--- src/rtl/vc_scheduler_if.sv ---
// Bus between the VC/D FIFO pair and the weighted round-robin scheduler.
// The scheduler sits on the slave modport; the FIFO side uses master.
interface vc_scheduler_if #(
    parameter int DATA_SIZE = 6
);
    logic                 enable;
    logic                 fifo_empty_vc0;
    logic                 fifo_empty_vc1;
    logic [DATA_SIZE-1:0] data_vc0_head;
    logic [DATA_SIZE-1:0] data_vc1_head;
    logic                 fifo_pause_d0;
    logic                 fifo_pause_d1;
    logic                 pop_vc0;
    logic                 pop_vc1;
    logic                 push_d0;
    logic                 push_d1;
    logic [DATA_SIZE-1:0] data_out;
    logic [1:0]           grant_state;

    modport master (
        output enable, fifo_empty_vc0, fifo_empty_vc1, data_vc0_head, data_vc1_head,
               fifo_pause_d0, fifo_pause_d1,
        input  pop_vc0, pop_vc1, push_d0, push_d1, data_out, grant_state
    );

    modport slave (
        input  enable, fifo_empty_vc0, fifo_empty_vc1, data_vc0_head, data_vc1_head,
               fifo_pause_d0, fifo_pause_d1,
        output pop_vc0, pop_vc1, push_d0, push_d1, data_out, grant_state
    );
endinterface

--- src/rtl/vc_scheduler.sv ---
// Weighted round-robin pop scheduler for two VC FIFOs feeding two D FIFOs,
// with per-destination backpressure and a one-cycle registered push stage.
module vc_scheduler #(
    parameter int DATA_SIZE = 6,
    parameter int DEST_BIT  = 4,
    parameter int WEIGHT0   = 3,
    parameter int WEIGHT1   = 1
) (
    input  logic          clk,
    input  logic          reset,
    vc_scheduler_if.slave bus
);
    typedef enum logic [1:0] {S_IDLE = 2'd0, S_VC0 = 2'd1, S_VC1 = 2'd2} state_t;

    localparam logic [3:0] W0 = 4'(WEIGHT0);
    localparam logic [3:0] W1 = 4'(WEIGHT1);

    state_t               state_q, state_d;
    logic [3:0]           cnt_q, cnt_d;
    logic                 push_d0_q, push_d1_q;
    logic [DATA_SIZE-1:0] data_q;

    logic dest0, dest1, elig0, elig1, gnt0, gnt1;

    assign dest0 = bus.data_vc0_head[DEST_BIT];
    assign dest1 = bus.data_vc1_head[DEST_BIT];

    // Reset masks eligibility so pops stay low while reset is held.
    assign elig0 = ~reset & bus.enable & ~bus.fifo_empty_vc0 &
                   ~(dest0 ? bus.fifo_pause_d1 : bus.fifo_pause_d0);
    assign elig1 = ~reset & bus.enable & ~bus.fifo_empty_vc1 &
                   ~(dest1 ? bus.fifo_pause_d1 : bus.fifo_pause_d0);

    always_comb begin
        gnt0    = 1'b0;
        gnt1    = 1'b0;
        state_d = S_IDLE;
        cnt_d   = 4'd0;
        case (state_q)
            S_VC0: begin
                gnt0 = elig0 & ((cnt_q < W0) | ~elig1);
                gnt1 = ~gnt0 & elig1;
            end
            S_VC1: begin
                gnt1 = elig1 & ((cnt_q < W1) | ~elig0);
                gnt0 = ~gnt1 & elig0;
            end
            default: begin
                gnt0 = elig0;
                gnt1 = ~elig0 & elig1;
            end
        endcase
        if (gnt0) begin
            state_d = S_VC0;
            cnt_d   = (state_q != S_VC0) ? 4'd1 : (cnt_q == 4'hF) ? cnt_q : cnt_q + 4'd1;
        end else if (gnt1) begin
            state_d = S_VC1;
            cnt_d   = (state_q != S_VC1) ? 4'd1 : (cnt_q == 4'hF) ? cnt_q : cnt_q + 4'd1;
        end
    end

    always_ff @(posedge clk) begin
        if (reset) begin
            state_q   <= S_IDLE;
            cnt_q     <= 4'd0;
            push_d0_q <= 1'b0;
            push_d1_q <= 1'b0;
            data_q    <= '0;
        end else begin
            state_q   <= state_d;
            cnt_q     <= cnt_d;
            push_d0_q <= (gnt0 & ~dest0) | (gnt1 & ~dest1);
            push_d1_q <= (gnt0 & dest0) | (gnt1 & dest1);
            if (gnt0)
                data_q <= bus.data_vc0_head;
            else if (gnt1)
                data_q <= bus.data_vc1_head;
        end
    end

    assign bus.pop_vc0     = gnt0;
    assign bus.pop_vc1     = gnt1;
    assign bus.push_d0     = push_d0_q;
    assign bus.push_d1     = push_d1_q;
    assign bus.data_out    = data_q;
    assign bus.grant_state = state_q;
endmodule

--- src/flat_wrapper.sv ---
// flat-port wrapper written by rule: the top's interface ports become plain ports
module vc_scheduler_flat 
#(
    parameter int DATA_SIZE = 6,
    parameter int DEST_BIT  = 4,
    parameter int WEIGHT0   = 3,
    parameter int WEIGHT1   = 1
)
  (clk, reset, bus_enable, bus_fifo_empty_vc0, bus_fifo_empty_vc1, bus_data_vc0_head, bus_data_vc1_head, bus_fifo_pause_d0, bus_fifo_pause_d1, bus_pop_vc0, bus_pop_vc1, bus_push_d0, bus_push_d1, bus_data_out, bus_grant_state);
  vc_scheduler_if #(.DATA_SIZE(DATA_SIZE)) bus_i ();
  input  logic clk;
  input  logic reset;
  input wire logic [$bits(bus_i.enable)-1:0] bus_enable;
  input wire logic [$bits(bus_i.fifo_empty_vc0)-1:0] bus_fifo_empty_vc0;
  input wire logic [$bits(bus_i.fifo_empty_vc1)-1:0] bus_fifo_empty_vc1;
  input wire logic [$bits(bus_i.data_vc0_head)-1:0] bus_data_vc0_head;
  input wire logic [$bits(bus_i.data_vc1_head)-1:0] bus_data_vc1_head;
  input wire logic [$bits(bus_i.fifo_pause_d0)-1:0] bus_fifo_pause_d0;
  input wire logic [$bits(bus_i.fifo_pause_d1)-1:0] bus_fifo_pause_d1;
  output wire logic [$bits(bus_i.pop_vc0)-1:0] bus_pop_vc0;
  output wire logic [$bits(bus_i.pop_vc1)-1:0] bus_pop_vc1;
  output wire logic [$bits(bus_i.push_d0)-1:0] bus_push_d0;
  output wire logic [$bits(bus_i.push_d1)-1:0] bus_push_d1;
  output wire logic [$bits(bus_i.data_out)-1:0] bus_data_out;
  output wire logic [$bits(bus_i.grant_state)-1:0] bus_grant_state;
  assign bus_i.enable = bus_enable;
  assign bus_i.fifo_empty_vc0 = bus_fifo_empty_vc0;
  assign bus_i.fifo_empty_vc1 = bus_fifo_empty_vc1;
  assign bus_i.data_vc0_head = bus_data_vc0_head;
  assign bus_i.data_vc1_head = bus_data_vc1_head;
  assign bus_i.fifo_pause_d0 = bus_fifo_pause_d0;
  assign bus_i.fifo_pause_d1 = bus_fifo_pause_d1;
  assign bus_pop_vc0 = bus_i.pop_vc0;
  assign bus_pop_vc1 = bus_i.pop_vc1;
  assign bus_push_d0 = bus_i.push_d0;
  assign bus_push_d1 = bus_i.push_d1;
  assign bus_data_out = bus_i.data_out;
  assign bus_grant_state = bus_i.grant_state;
  vc_scheduler #(.DATA_SIZE(DATA_SIZE), .DEST_BIT(DEST_BIT), .WEIGHT0(WEIGHT0), .WEIGHT1(WEIGHT1)) u_core (.clk(clk), .reset(reset), .bus(bus_i));
endmodule
--- config.mk ---
export PLATFORM = sky130hd
export DESIGN_NAME = vc_scheduler_flat
export DESIGN_NICKNAME = d
export VERILOG_FILES = /design/src/rtl/vc_scheduler_if.sv /design/src/rtl/vc_scheduler.sv /design/src/flat_wrapper.sv
export SDC_FILE = /design/constraint.sdc
export NUM_CORES = 1
export LEC_CHECK = 0
export BUFFER_PORTS_ARGS = -buffer_cell sky130_fd_sc_hd__buf_2
export CAP_MARGIN = 20
export CORE_MARGIN = 10
export CORE_UTILIZATION = 50
export CTS_CLUSTER_DIAMETER = 200
export DETAILED_ROUTE_END_ITERATION = 10
export GPL_TIMING_DRIVEN = 0
export HOLD_SLACK_MARGIN = 0.05
export PLACE_DENSITY = 0.81
export SYNTH_ARGS = -nofsm -noshare
export SYNTH_HDL_FRONTEND = slang
export SYNTH_SLANG_ARGS = --single-unit
--- constraint.sdc ---
create_clock -name clk -period 2.8 [get_ports clk]
set_input_delay 0.28 -clock clk [delete_from_list [all_inputs] [get_ports clk]]
set_output_delay 0.28 -clock clk [all_outputs]
set_load 0.03 [all_outputs]
Yosys cells after proc, flatten, opt, wreduce, memory -nomap -nowiden
Index checks and enable logic that the tools add are counted.
- input bits: 19
- output and inout port bits: 12
- flip-flop bits (word level): 14
- $lt $le $gt $ge: 2
- bitwise gates (word level): 29
- equal/unequal tests: 5
- add/subtract/negate cells: 1
- muxes and demuxes: 13
- reductions and logical operators: 2
- operators by type and width (kind ; count):
    two-way mux 4 bit ; 5
    AND 1 bit ; 14
    two-way mux 6 bit ; 2
    NOT 1 bit ; 11
    adder 4 x 1 -> 4 bit, second input constant ; 1
    equality test 4 bit, second input constant ; 1
    less-than comparator 4 x 1 -> 1 bit, second input constant ; 1
    less-than comparator 4 x 2 -> 1 bit, second input constant ; 1
    bitwise OR 1 bit ; 4
    one-hot mux 1 bit (2 select lines) ; 2
    two-way mux 1 bit ; 3
    equality test 2 x 1 -> 1 bit, second input constant ; 1
    equality test 2 bit, second input constant ; 1
    two-way mux 2 bit ; 1
    != test 2 x 1 -> 1 bit, second input constant ; 1
    != test 2 bit, second input constant ; 1
    nonzero test 2 bit ; 1
    OR reduction 2 bit ; 1

Longest topological paths before layout
Gate-level depths: netlist (run 1).
- depth in word-level cells: 12
- mapped depth: 9
- depth with buffers taken out: 8

Least setup slack after synthesis (run 1)
OpenSTA, ideal clock, no wires.
- path kind: register to register
- start point: reg u_core.state_q[0] (netlist: u_core.bus.grant_state[0])
- end point: reg u_core.cnt_q[2]
- arrival: 1.853 ns
- library setup time: 0.126 ns
- slack: 0.822 ns
- cell stages (with the launch flop): 8
- data required time: 2.674 ns
- cell sequence: dfxtp_1 -> inv_1 -> ha_1 -> o41ai_1 -> a21o_1 -> buf_6 -> mux2i_1 -> nor3_1
- longest elaborated chain between the ends: 4
- elaborated cells on any way between the ends: 10
- classes of those cells: 4 x eq/ne; 6 x mux
- RTL lines (item ; RTL line ; source):
    from (decl) ; vc_scheduler.sv:18 ; state_t state_q, state_d;
    from (signal assigned) ; vc_scheduler.sv:70 ; state_q <= state_d;
    equality test 2 bit (tied with other cells) ; vc_scheduler.sv:39 ; case (state_q)
    one-hot mux 1 bit (2 select lines) / two-way mux 4 bit (equally long branches) ; vc_scheduler.sv:39, vc_scheduler.sv:58 ;
    two-way mux 4 bit ; vc_scheduler.sv:56 ; end else if (gnt1) begin
    two-way mux 4 bit (*) ; vc_scheduler.sv:53 ; if (gnt0) begin
    to (signal assigned) ; vc_scheduler.sv:71 ; cnt_q <= cnt_d;
    to (decl) ; vc_scheduler.sv:19 ; logic [3:0] cnt_q, cnt_d;
Every way passes the cells marked *; elsewhere a longest branch is shown, timed or not.
A chain may end at the register's enable or synchronous reset.

Worst setup path in the final report (run 1)
- start point: reg u_core.cnt_q[0]
- end point: out bus_pop_vc1
- longest elaborated chain between the ends: 6
- elaborated cells on any way between the ends: 9
- classes of those cells: 2 x order compare; 1 x mux; 6 x bitwise
- RTL lines (item ; RTL line ; source):
    less-than comparator 4 x 2 -> 1 bit ; vc_scheduler.sv:41 ; gnt0 = elig0 & ((cnt_q < W0) | ~elig1);
    bitwise OR 1 bit ; vc_scheduler.sv:41 ;
    AND 1 bit ; vc_scheduler.sv:41 ;
    NOT 1 bit ; vc_scheduler.sv:42 ; gnt1 = ~gnt0 & elig1;
    AND 1 bit ; vc_scheduler.sv:42 ;
    one-hot mux 1 bit (2 select lines) (*) ; vc_scheduler.sv:39 ;
    to (decl) ; flat_wrapper.sv:21 ; output wire logic [$bits(bus_i.pop_vc1)-1:0] bus_pop_vc1;
Marks and branches as above.

==> qor.txt, run 1 <==
Status: complete, no violations
Slew Limit Fails: 0
Grt met1 use: 12.1%
Die height: 59.9 um
Drt pass-1 iters: 2
Layout Nets: 143
WL/cell: 14.9 um
Max-slew headroom: 67.4%
Area Overhead vs Synth: 25.9%
Post-synthesis cell count: 85
Share of layout cells above drive strength 1: 40.3%
Global-route wire length before repair: 3190 um
CTS Buffer Depth: 2
Vias: 734
CP Class: reg2out
Async set-reset flop share out of synthesis: 0%
FF-to-FF End: u_core.bus.data_out[5]
Post-synth EDFFs: 0
Clk Latency, worst-skew pair: 0.28 ns
CP delay by family, top: compound AO/OA/AOI/OAI gates
TritonCTS buffer count: 3
Max-cap check violation count: 0
Initial DRC count: 13
Critical Path RT: 2.52 ns
GRT Overall Usage: 11.7%
Port Buf Inserts: 30
Vias in the first global route: 704
Via density: 5.44
Final period utilization: 84.4%
Antenna violations before repair: 0
Post-CTS setup buffers: 0
Hold EP: u_core.bus.push_d0
Hold wc startpoint: bus_data_vc1_head[4]
Register area share after synthesis: 35.2%
Mapped Area: 797 um2
Ys Warns: 0
R2r worst-path depth: 7
Root Buffer: clkbuf_4
Effective utilization at floorplan: 52.9%
Antenna-violating nets left: 0
DIE WIDTH: 59.9 um
Clock sink total: 14
Clock slew at reported path FFs: 0.08 ns
Yosys reg bits: 14
Largest net degree at the start of global routing: 11
TritonCTS clock tree: yes
CP Capture Type: output pin
Syn Area/Cell: 9.38 um2
Total gr overflow: 0
Diodes inserted: 0
R2r setup slk: 0.70 ns
Row count: 14
Routed wire length: 2010 um
Syn Nets: 108
Period minus WS final: 2.36 ns
WP buf/inv: 2
RSZ-0062 raised after global routing: false
Post-CTS Resized: 0
Worst vdd ir: 0.255 mV
Power Dens Cells: 430 nW/um2
Most Used Layer, Global Route: met2
Die area: 3590 um2
Crit Path Max Fanout: 7
Core Region: 1510 um2
Primary FF master, synth: dfxtp_1
WP data arrival: 2.08 ns
Cell variety after synth: 37
Static leakage: 0.480 nW
DP Wirelength: 1630 um
CTS H-tree lvls: 1
Drc violations: 0
Achievable Freq: 0.423 GHz
Fin Hold WS: 0.204 ns
Hold_buf cts: 0
Critical Path Max Stage Delay: 0.40 ns
Met3 GRT Util: 5.51%
R2R Path Start: u_core.cnt_q[0]
Clock Skews: 0.00520 ns
Worst-margin pin slew: 0.485 ns
Final setup viols: 0
Post-route setup TNS: 0 ns
Global routing usage on met2: 19.6%
CP cell instances: ha_1, nor3_1, o2bb2ai_1, o21ai_2, inv_2, buf_2
Final Core Density: 66.6%
Slowest-stage cell, CP: nor3_1
Hold Crit Class: in2reg
Hold Vio Cnt, Final: 0
Startpoint Class: flop
Global placement routability congestion: 0.713
WHS Path Cells: 2
IO Count: 31
## state kept, by name, summed over array words and instances (netlist names)
signal                  cells
u_core.cnt_q                4
u_core.bus.grant_state      2
u_core.bus.push_d0          1
u_core.bus.push_d1          1
u_core.bus.data_out         6
## cell families (layout without fill, tap and decap cells)
family / count (synthesis) / after routing / synth area share [%]
AOI/OAI and AO/OA: 20 / 20 / 19.5
xor gates and xnor gates: 1 / 1 / 1.10
adders and majority gates: 4 / 4 / 6.28
buffers and inverters: 11 / 45 / 7.85
DFF: 14 / 14 / 35.2
muxes: 9 / 9 / 12.1
and+or+nand+nor: 26 / 26 / 18.1
## how the worst max path moves through the flow
stage | cells after the start | endpoint | start
final | 6 | bus_pop_vc1 | u_core.cnt_q[0]
after global placement | 6 | bus_pop_vc1 | bus_data_vc0_head[4]
after floorplan | 7 | u_core.cnt_q[2] | u_core.bus.grant_state[0]
after CTS | 8 | bus_pop_vc0 | u_core.cnt_q[0]
after detailed placement | 7 | u_core.bus.data_out[5] | bus_data_vc0_head[4]
after global routing | 6 | bus_pop_vc1 | u_core.cnt_q[0]
## cell usage after synthesis (2+ instances only)
| cell type | n | area share, % |
|---|---|---|
| a211oi_1 | 5 | 4.7 |
| a21oi_1 | 2 | 1.3 |
| buf_6 | 2 | 2.8 |
| dfxtp_1 | 14 | 35 |
| ha_1 | 4 | 6.3 |
| inv_1 | 6 | 2.8 |
| mux2i_1 | 7 | 8.8 |
| nand2_1 | 2 | 0.94 |
| nand3_1 | 2 | 1.3 |
| nor2_1 | 10 | 4.7 |
| nor3_1 | 3 | 1.9 |
| nor3b_1 | 2 | 1.9 |
| or2_2 | 2 | 1.6 |
## cells in the final DEF, fill, tap and decap left out, drive strengths merged
cell / netlist / layout
nor3: 3 / 3
nand3: 2 / 2
mux2: 2 / 2
o41ai: 1 / 1
nand2: 2 / 2
o211a: 1 / 1
a211oi: 5 / 5
o21bai: 1 / 1
or3b: 2 / 2
ha: 4 / 4
clkinv: 1 / 1
o31ai: 1 / 1
clkbuf: 1 / 5
nor4: 1 / 1
xnor2: 1 / 1
a31oi: 1 / 1
a21oi: 2 / 2
nand2b: 1 / 1
buf: 2 / 32
o21ai: 2 / 2
inv: 7 / 7
o2bb2ai: 1 / 1
a22o: 1 / 1
or2: 2 / 2
nor3b: 2 / 2
a221oi: 1 / 1
mux2i: 7 / 7
a22oi: 1 / 1
o22ai: 1 / 1
nor2: 10 / 10
or4b: 1 / 1
a21o: 1 / 1
dfxtp: 14 / 14
## worst register-to-register path: cells and delay by family (launching register included)
| family | cells | cell delay [ns] |
|---|---|---|
| AO/OA/AOI/OAI | 3 | 0.67 |
| AND/OR/NAND/NOR | 1 | 0.40 |
| flip-flops | 1 | 0.36 |
| adder cells (fa/ha/maj) | 1 | 0.27 |
| buffers and inverters | 1 | 0.16 |
| multiplexers | 1 | 0.15 |
## power by group
group	total [mW]	switching, mW	internal [mW]	leakage (nW)
sequential	0.211	0.00416	0.206	0.114
combinational	0.0771	0.0431	0.0340	0.345
clock	0.144	0.0645	0.0791	0.0210
## per-layer routing
metal	wire length (um)	vias to the layer above	share of wire, %
met2	1050	14	52
met4	23	0	1.1
li1	-	375	-
met3	145	4	7.2
met5	0	-	0
met1	785	341	39
## stage by stage
step | std cells | area [um2] | power, mW | setup WS [ns]
after floorplan | 85 | 797 | 0.263 | 0.822
after global placement | 131 | 967 | 0.290 | 0.657
after detailed placement | 131 | 967 | 0.293 | 0.626
after CTS | 135 | 1000 | 0.438 | 0.448
after global routing | 135 | 1000 | 0.454 | 0.255
final | 135 | 1000 | 0.431 | 0.437
## final cells by class
cell class / count / area (um2)
Fill cell: 131 / 503
Multi-Input combinational cell: 60 / 454
Tap cell: 16 / 20.0
Clock buffer: 4 / 36.3
Buffer: 3 / 27.5
Sequential cell: 14 / 280
Timing Repair Buffer: 30 / 150
Inverter: 8 / 35.0
Power figures use the tool's default switching activity.
==> inputs of run 2 (changes only) <==
--- a/config.mk
+++ b/config.mk
@@ -8,12 +8,12 @@
 export BUFFER_PORTS_ARGS = -buffer_cell sky130_fd_sc_hd__buf_2
 export CAP_MARGIN = 20
 export CORE_MARGIN = 10
-export CORE_UTILIZATION = 50
+export CORE_UTILIZATION = 42
 export CTS_CLUSTER_DIAMETER = 200
 export DETAILED_ROUTE_END_ITERATION = 10
 export GPL_TIMING_DRIVEN = 0
 export HOLD_SLACK_MARGIN = 0.05
-export PLACE_DENSITY = 0.81
+export PLACE_DENSITY = 0.72
 export SYNTH_ARGS = -nofsm -noshare
 export SYNTH_HDL_FRONTEND = slang
 export SYNTH_SLANG_ARGS = --single-unit
==> constraint.sdc (replaced) <==
create_clock -name clk -period 2.1 [get_ports clk]
set_input_delay 0.21 -clock clk [delete_from_list [all_inputs] [get_ports clk]]
set_output_delay 0.21 -clock clk [all_outputs]
set_load 0.03 [all_outputs]
==> run 2 against run 1 <==
Net effect: design area grew 17%; clock power grew 37%; largest power group unchanged; via count grew 11%; largest cell class unchanged; critical path type unchanged.
==> qor.txt, run 2 (synthesized netlist as in run 1, its figures left out) <==
Initial DRC count: 11
Layout Nets: 156
Worst-margin pin slew: 0.294 ns
Static leakage: 0.546 nW
WP data arrival: 1.87 ns
Max-slew headroom: 80.4%
WP buf/inv: 4
DP Wirelength: 1720 um
Routed wire length: 2380 um
Port Buf Inserts: 30
WHS Path Cells: 2
Sequential Area: 289 um2
Die area: 4040 um2
Gate power share: 20.0%
R2R Path Start: u_core.cnt_q[0]
Worst vdd ir: 0.400 mV
Drc violations: 0
Met3 routed WL: 141 um
Met2 wire length: 1260 um
Most frequent CP cell: buf_6
Share of total power in sequential cells: 47.0%
Hold Crit Class: in2reg
Global placement routability congestion: 0.793
CP Class: reg2out
Critical Path Max Stage Delay: 0.37 ns
Post-Layout Cell Count: 157
Setup ws final: 0.0193 ns
Clock Skews: 0.00416 ns
RSZ-0062 raised after global routing: true
Filler cell count: 169
Total gr overflow: 0
Power Dens Cells: 509 nW/um2
Post-route setup TNS: 0 ns
Status: complete, no violations
Crit Path Max Fanout: 4
FF-to-FF End: u_core.cnt_q[2]
CP cell instances: inv_2, ha_4, or3b_4, o31ai_2, a21o_1, buf_6, inv_8, buf_6
GRT Overall Usage: 10.2%
Tot Pwr: 0.596 mW
R2r setup slk: 0.08 ns
Most common cell after layout, fill and taps aside: buf_2
Achievable Freq: 0.481 GHz
Antenna violations before repair: 0
Area Overhead vs Synth: 46.8%
TritonCTS clock tree: yes
Clk Latency, worst-skew pair: 0.28 ns
Clock sink total: 14
Global-route wire length before repair: 3340 um
Critical Path RT: 1.89 ns
Clk pwr share: 33.0%
Effective utilization at floorplan: 45.2%
DIE WIDTH: 63.6 um
Core Region: 1760 um2
Startpoint Class: flop
Root Buffer: clkbuf_4
Dpl ws: 0.0367 ns
CTS H-tree lvls: 1
Hold EP: u_core.bus.push_d0
Hold_buf cts: 0
Final period utilization: 99.1%
Top Layer Used: met4
Switching Fraction: 27.0%
Diodes inserted: 0
Dpl cells: 140
TritonCTS buffer count: 3
Cell internal pwr: 0.435 mW
Share of layout cells above drive strength 1: 53.8%
WL/cell: 15.2 um
Die height: 63.6 um
Largest net degree at the start of global routing: 11
R2r worst-path depth: 9
CP delay by family, top: compound AO/OA/AOI/OAI gates
Via density: 5.20
Vias in the first global route: 726
Psw: 0.161 mW
Final setup viols: 0
M1 wire length: 967 um
Drt pass-1 iters: 4
Hold Vio Cnt, Final: 0
CP Capture Type: output pin
Area of the multi-input gates: 492 um2
IO Count: 31
Antenna-violating nets left: 0
Slowest-stage cell, CP: dfxtp_4
Most frequent cells in the layout: buf_2, buf_4, dfxtp_1
Max reg flops: 6
Period minus WS final: 2.08 ns
Slew Limit Fails: 0
Max-cap check violation count: 0
Row count: 15
Clock slew at reported path FFs: 0.09 ns
Hold wc startpoint: bus_data_vc1_head[4]
CTS Buffer Depth: 2
Vias: 817
-- run 2: cell count changes in the layout (fill, tap and decap cells not counted), sizes merged --
cell	previous run	this run
buf	32	45
clkinv	1	0
inv	7	8
-- run 2: worst max-delay path by stage --
stage	start	cells past startpoint	slack, ns	to
2_1_floorplan	u_core.bus.grant_state[0]	7	0.12	u_core.cnt_q[2]
3_3_place_gp	u_core.cnt_q[0]	8	0.05	u_core.cnt_q[3]
3_5_place_dp	bus_data_vc0_head[4]	7	0.04	u_core.bus.data_out[2]
4_1_cts	u_core.cnt_q[0]	8	-0.14	bus_pop_vc0
5_1_grt	u_core.cnt_q[0]	8	-0.02	bus_pop_vc0
6_report	u_core.cnt_q[0]	8	0.02	bus_pop_vc0
-- run 2: what timing repair did --
item | in CTS | in global routing
gates cloned | 0 | 0
endpoints found under the hold margin | 0 | 0
buffers inserted | 0 | 13
pin swaps | 1 | 4
endpoints found under the setup margin | 2 | 6
gates resized for setup | 3 | 16
-- run 2: routing by layer --
metal	up-vias	global-route usage (%)
li1	402	-
met1	390	10.3
met2	23	18.3
met3	2	4.24
met4	0	3.28
met5	-	0
-- run 2: stage by stage --
step	hold slack, ns	utilization [%]	cell area (um2)
global placement	0.434	55.5	978
CTS	0.150	58.0	1020
global route	0.138	66.3	1170
detailed placement	0.449	55.5	978
floorplan	0.276	-	797
finish	0.150	66.3	1170
-- run 2: cell type report --
| class | count | share of cell area [%] |
|---|---|---|
| repair buffers | 43 | 21.7 |
| plain buffers | 3 | 2.35 |
| clock buffers | 4 | 3.10 |
| flip-flops and latches | 14 | 24.7 |
| multi-input cells | 60 | 42.0 |
| well taps | 25 | 2.67 |
| inverters | 8 | 3.42 |
-- run 2: power groups by stage --
stage / clock network, mW / logic (mW) / registers, mW
after floorplan: 0 / 0.0469 / 0.304
after global placement: 0 / 0.101 / 0.287
after detailed placement: 0 / 0.104 / 0.287
after CTS: 0.202 / 0.104 / 0.281
after global routing: 0.218 / 0.127 / 0.281
final: 0.197 / 0.119 / 0.280
